===== src/rtl/hazard_pkg.sv =====
// Shared types and helpers for the pipeline hazard controller: the per-stage
// in-flight write record and forward-select sizing.
package hazard_pkg;

  localparam logic [4:0] REG_ZERO = 5'd0;

  typedef struct packed {
    logic       valid;
    logic       reg_write;
    logic       is_load;
    logic [4:0] rd;
  } slot_t;

  function automatic int unsigned fsel_w(int unsigned depth);
    return $clog2(depth + 1);
  endfunction

  function automatic logic is_producer(slot_t s);
    return s.valid && s.reg_write && (s.rd != REG_ZERO);
  endfunction

endpackage


===== src/rtl/hazard_match.sv =====
// Compares one ID source operand against every tracked slot; the youngest
// producer wins and decides both the forward source and load-use hazard.
module hazard_match
  import hazard_pkg::*;
#(
  parameter int unsigned DEPTH      = 3,
  parameter int unsigned LOAD_READY = 2,
  parameter int unsigned FSEL_W     = 2
) (
  input  logic [4:0]              rs_i,
  input  logic                    used_i,
  input  slot_t [DEPTH-1:0]       slots_i,
  output logic [FSEL_W-1:0]       fwd_sel_o,
  output logic                    load_hit_o
);

  always_comb begin
    fwd_sel_o  = '0;
    load_hit_o = 1'b0;
    if (used_i && (rs_i != REG_ZERO)) begin
      // Walk oldest to youngest so the lowest-index match is the one left standing.
      for (int i = int'(DEPTH) - 1; i >= 0; i--) begin
        if (is_producer(slots_i[i]) && (slots_i[i].rd == rs_i)) begin
          fwd_sel_o  = FSEL_W'(i + 1);
          load_hit_o = slots_i[i].is_load && (i < int'(LOAD_READY));
        end
      end
    end
  end

endmodule


===== src/rtl/pipe_hazard_ctrl.sv =====
// Hazard, forwarding and flush controller: tracks in-flight writes from EX to WB,
// stalls on load-use, flushes the front end on an EX redirect, and counts both.
module pipe_hazard_ctrl
  import hazard_pkg::*;
#(
  parameter int unsigned DEPTH      = 3,
  parameter int unsigned LOAD_READY = 2,
  parameter int unsigned CNT_W      = 32,
  parameter int unsigned FSEL_W     = fsel_w(DEPTH)
) (
  input  logic              clk,
  input  logic              rst_n,
  input  logic              id_valid,
  input  logic [4:0]        id_rs1,
  input  logic [4:0]        id_rs2,
  input  logic              id_rs1_used,
  input  logic              id_rs2_used,
  input  logic [4:0]        id_rd,
  input  logic              id_reg_write,
  input  logic              id_is_load,
  input  logic              ex_redirect,
  output logic              stall_if_id,
  output logic              bubble_ex,
  output logic              flush_if_id,
  output logic [FSEL_W-1:0] fwd_sel_rs1,
  output logic [FSEL_W-1:0] fwd_sel_rs2,
  output logic [CNT_W-1:0]  stall_cycles,
  output logic [CNT_W-1:0]  flush_events
);

  slot_t [DEPTH-1:0] slots_q, slots_d;
  logic [CNT_W-1:0]  stall_cycles_q, stall_cycles_d;
  logic [CNT_W-1:0]  flush_events_q, flush_events_d;

  logic hit_rs1, hit_rs2;
  logic stall, issue;

  hazard_match #(
    .DEPTH      (DEPTH),
    .LOAD_READY (LOAD_READY),
    .FSEL_W     (FSEL_W)
  ) u_match_rs1 (
    .rs_i       (id_rs1),
    .used_i     (id_rs1_used),
    .slots_i    (slots_q),
    .fwd_sel_o  (fwd_sel_rs1),
    .load_hit_o (hit_rs1)
  );

  hazard_match #(
    .DEPTH      (DEPTH),
    .LOAD_READY (LOAD_READY),
    .FSEL_W     (FSEL_W)
  ) u_match_rs2 (
    .rs_i       (id_rs2),
    .used_i     (id_rs2_used),
    .slots_i    (slots_q),
    .fwd_sel_o  (fwd_sel_rs2),
    .load_hit_o (hit_rs2)
  );

  // A redirect kills the ID instruction, so any hazard it had is moot.
  assign stall       = id_valid && (hit_rs1 || hit_rs2) && !ex_redirect;
  assign issue       = id_valid && !stall && !ex_redirect;
  assign stall_if_id = stall;
  assign bubble_ex   = stall || ex_redirect;
  assign flush_if_id = ex_redirect;

  always_comb begin
    slots_d = slots_q;
    for (int k = 1; k < int'(DEPTH); k++) begin
      slots_d[k] = slots_q[k-1];
    end
    if (issue) begin
      slots_d[0] = '{valid: 1'b1, reg_write: id_reg_write, is_load: id_is_load, rd: id_rd};
    end else begin
      slots_d[0] = '0;
    end
  end

  always_comb begin
    stall_cycles_d = stall_cycles_q;
    flush_events_d = flush_events_q;
    if (stall && (stall_cycles_q != '1)) begin
      stall_cycles_d = stall_cycles_q + 1'b1;
    end
    if (ex_redirect && (flush_events_q != '1)) begin
      flush_events_d = flush_events_q + 1'b1;
    end
  end

  always_ff @(posedge clk or negedge rst_n) begin
    if (!rst_n) begin
      slots_q        <= '0;
      stall_cycles_q <= '0;
      flush_events_q <= '0;
    end else begin
      slots_q        <= slots_d;
      stall_cycles_q <= stall_cycles_d;
      flush_events_q <= flush_events_d;
    end
  end

  assign stall_cycles = stall_cycles_q;
  assign flush_events = flush_events_q;

endmodule


===== config.mk =====
export PLATFORM = sky130hd
export DESIGN_NAME = pipe_hazard_ctrl
export DESIGN_NICKNAME = d
export VERILOG_FILES = /design/src/rtl/hazard_pkg.sv /design/src/rtl/hazard_match.sv /design/src/rtl/pipe_hazard_ctrl.sv
export SDC_FILE = /design/constraint.sdc
export NUM_CORES = 1
export LEC_CHECK = 0
export CAP_MARGIN = 15
export CORE_ASPECT_RATIO = 0.6
export CORE_MARGIN = 2
export CORE_UTILIZATION = 45
export CTS_CLUSTER_DIAMETER = 100
export DETAILED_ROUTE_END_ITERATION = 12
export MAX_ROUTING_LAYER = met4
export PLACE_DENSITY = 0.75
export SETUP_SLACK_MARGIN = 0.3
export SYNTH_ARGS = -nofsm -noshare
export SYNTH_HDL_FRONTEND = slang
export SYNTH_SLANG_ARGS = --single-unit
export TNS_END_PERCENT = 20

===== constraint.sdc =====
create_clock -name clk -period 2.1 [get_ports clk]
set_input_delay 0.21 -clock clk [delete_from_list [all_inputs] [get_ports clk]]
set_output_delay 0.21 -clock clk [all_outputs]
set_load 0.01 [all_outputs]

==> results.ini <==
[logic_synthesis]
yosys.area.top_type = dfrtp_1
synth_common_cells = dfrtp_1 (87), xnor2_1 (70), nand2_1 (31)
avgSynthCellArea_sq_um = 10.9
ys_seq_elements = 87
synth_area_leaders = dfrtp_1 (52%), xnor2_1 (15%), xor2_1 (4.4%)
synth_top_area_share_pct = 51.8
synth.distinct_cells = 39
synth_edf_count = 0
yosysSeqAreaShare_pct = 51.8
synthFlopType = dfrtp_1
ys_warn_count = 0
syn-num-nets = 409
synthCells = 384
synth_area_sq_mm = 0.00420
yosysMostFrequentCell = dfrtp_1
synthArstFlopShare_pct = 100

[worst_setup_path]
reg2reg_depth = 11
cp-startpoint = slots_d[8]
cp-endpoint = stall_if_id
r2r-start = slots_d[8]
crit_type = reg2out
crit_path_start_kind = register
crit_fanout = 2
arrival_ns = 2.40
reg2reg_slack_ns = -0.43
critPathRequiredTime_ns = 1.89
r2r-end = stall_cycles[14]
cp-end-kind = output pin

[grt]
antenna_found_initial = 1
grtUsageTotal_pct = 25.1
busiest_layer = met2
grt_pass1_wl_um = 19300
grt_max_degree = 46
gr-total-overflow = 0
gr-usage-met3_pct = 6.27
use_met1_pct = 35.3
grt_pass1_vias = 3819
met2_usage_pct = 37.1

[cells_and_area]
final_layout_size_suffix_gt1_share_pct = 31.3
nets = 583
synthToLayoutAreaGrowth_pct = 56.0
fillCellCount = 657
final_cells = 680

[floorplanning]
fp-row-count = 27
initial_utilization_pct = 46.0
num_io_pins = 94
die_h_um = 78.8
die-area_sq_mm = 0.0101
coreArea_sq_mm = 0.00912
die_w_um = 129

[sta]
rsz0062_at_grt = yes
fin_crit_ns = 2.61
worst_slack_ns = -0.512
fin_crit_sh_pct = 124
setup_viol_count_final = 46
max_freq_ghz = 0.383
hold_viol_final = 0
maxSlewViolCount = 0
slew-limit-headroom_pct = 60.9
holdWs_ns = 0.421
finClkSkew_ns = 0.00673
worst_slew_pin_slew_ns = 0.586

[detailed_routing]
routedWlPerCell_um = 17.2
drt_drc_violations_left = 0
viasPerCell = 5.38
first_pass_iters = 4
ant_nets = 0
wirelength_um = 11700
vias = 3661
drt_iter0_drc = 202

[placed_design]
post-place-cells = 649
post-place-ws_ns = -0.689
gp_congestion = 0.889
hpwlAfterDp_um = 7980
portBuffers = 93

[pwr]
seqPwrFrac_pct = 45.8
p_leak_uw = 0.00287
power.internal_uw = 3060
vdd_drop_max_uv = 639
netSwitchingPower_uw = 1020
power.density_mw_per_mm2 = 622
power_frac_clock_pct = 40.2
p_comb_share_pct = 14.0
switching_share_pct = 25.0

[clock_tree]
clkTransAtPathRegs_ns = 0.06
cts_root_buffer = clkbuf_16
h-tree-depth = 3
cts_sinks = 87
clk_path_buf_depth = 2
clock_latency_ns = 0.34
cts_tree = yes
cts_buffers = 9

[hold_path]
hp-class = in2async

[run]
max_cap_violations = 0

[outcome]
violations = setup timing
outcome = finished with violations

==> power by group through the flow <==
stage                     clock network [uW]  registers (uW)  logic [uW]
final                                   1640            1870         572
after global placement                     0            1870         496
after CTS                               1660            1860         567
after global routing                    1730            1880         613
after floorplan                            0            1900         166
after detailed placement                   0            1880         504
==> cells in the final DEF (no fill, tap or decap), types with 3 or more instances in the layout <==
cell / n
and2_1: 11
and2_4: 3
and3_1: 21
and3_4: 3
and4_1: 3
buf_2: 5
buf_4: 69
buf_6: 8
clkbuf_16: 9
clkdlybuf4s50_1: 86
dfrtp_1: 82
dfrtp_2: 5
nand2_1: 24
nand2_2: 5
nand3_1: 17
nand3_2: 16
nand4_1: 27
nor2_1: 11
nor2_4: 7
nor3_1: 5
or4_4: 3
xnor2_1: 62
xnor2_2: 8
xor2_1: 21
==> critical path, cell delays in order, from the launching register on <==
cell and delay (ns):
dfrtp_1 0.38, or4_4 0.55, o211ai_4 0.26, nor4_4 0.07, mux2i_1 0.15, buf_4 0.15, buf_6 0.12, o31ai_4 0.22
buf_2 0.18
==> flip-flops by register name, summed over array words and instances (netlist names) <==
| signal | cells |
|---|---|
| slots_q | 7 |
| stall_cycles | 32 |
| slots_d | 16 |
| flush_events | 32 |
==> layer usage <==
layer	up-vias	part of all wire, %
met5	-	0
met4	0	0.89
met3	12	5.8
met2	121	45
met1	1824	49
li1	1704	-
==> metrics by stage <==
stage	utilization [%]	cell area, sq um	total power, uW	setup TNS [ns]
6_report	71.8	6550	4080	-15.84
5_1_grt	71.8	6550	4230	-20.54
4_1_cts	70.5	6430	4090	-14.29
3_5_place_dp	62.6	5710	2380	-21.04
3_3_place_gp	62.6	5710	2370	-19.53
2_1_floorplan	-	4200	2060	-4.16
==> timing repair <==
item                       CTS  global route
setup endpoints to repair   74            78
resized for setup           98            23
hold buffers                 1             0
buffers inserted            12             1
hold endpoints to repair    42             0
pin swaps                   54            35
==> layout make-up <==
class                           instances  area [sq um]  share of cell area (%)
Clock inverter                          5          56.3                   0.859
Clock buffer                           11           253                    3.86
Multi-Input combinational cell        289          2370                    36.1
Sequential cell                        87          2180                    33.3
Timing Repair Buffer                  171          1540                    23.6
Antenna cell                            1          2.50                  0.0382
Tap cell                              116           145                    2.22
==> worst min path at each step <==
stage,to,slack [ns]
after floorplan,flush_events[0],-0.09
after global placement,stall_cycles[23],0.25
after detailed placement,stall_cycles[23],0.25
after CTS,slots_d[11],0.42
after global routing,slots_d[11],0.43
final,stall_cycles[31],0.42
==> cells by family (layout without fill, tap and decap cells) <==
logic type,after synthesis,in the layout,share of synthesized area [%]
adders and majority gates,2,2,0.596
AOI/OAI and AO/OA,17,17,3.28
other,0,1,0
muxes,3,3,0.745
and+or+nand+nor,176,176,23.2
DFF,87,87,51.8
buffers and inverters,8,187,1.40
xor gates and xnor gates,91,91,19.0
No activity file was read; power rests on OpenSTA's default activity.
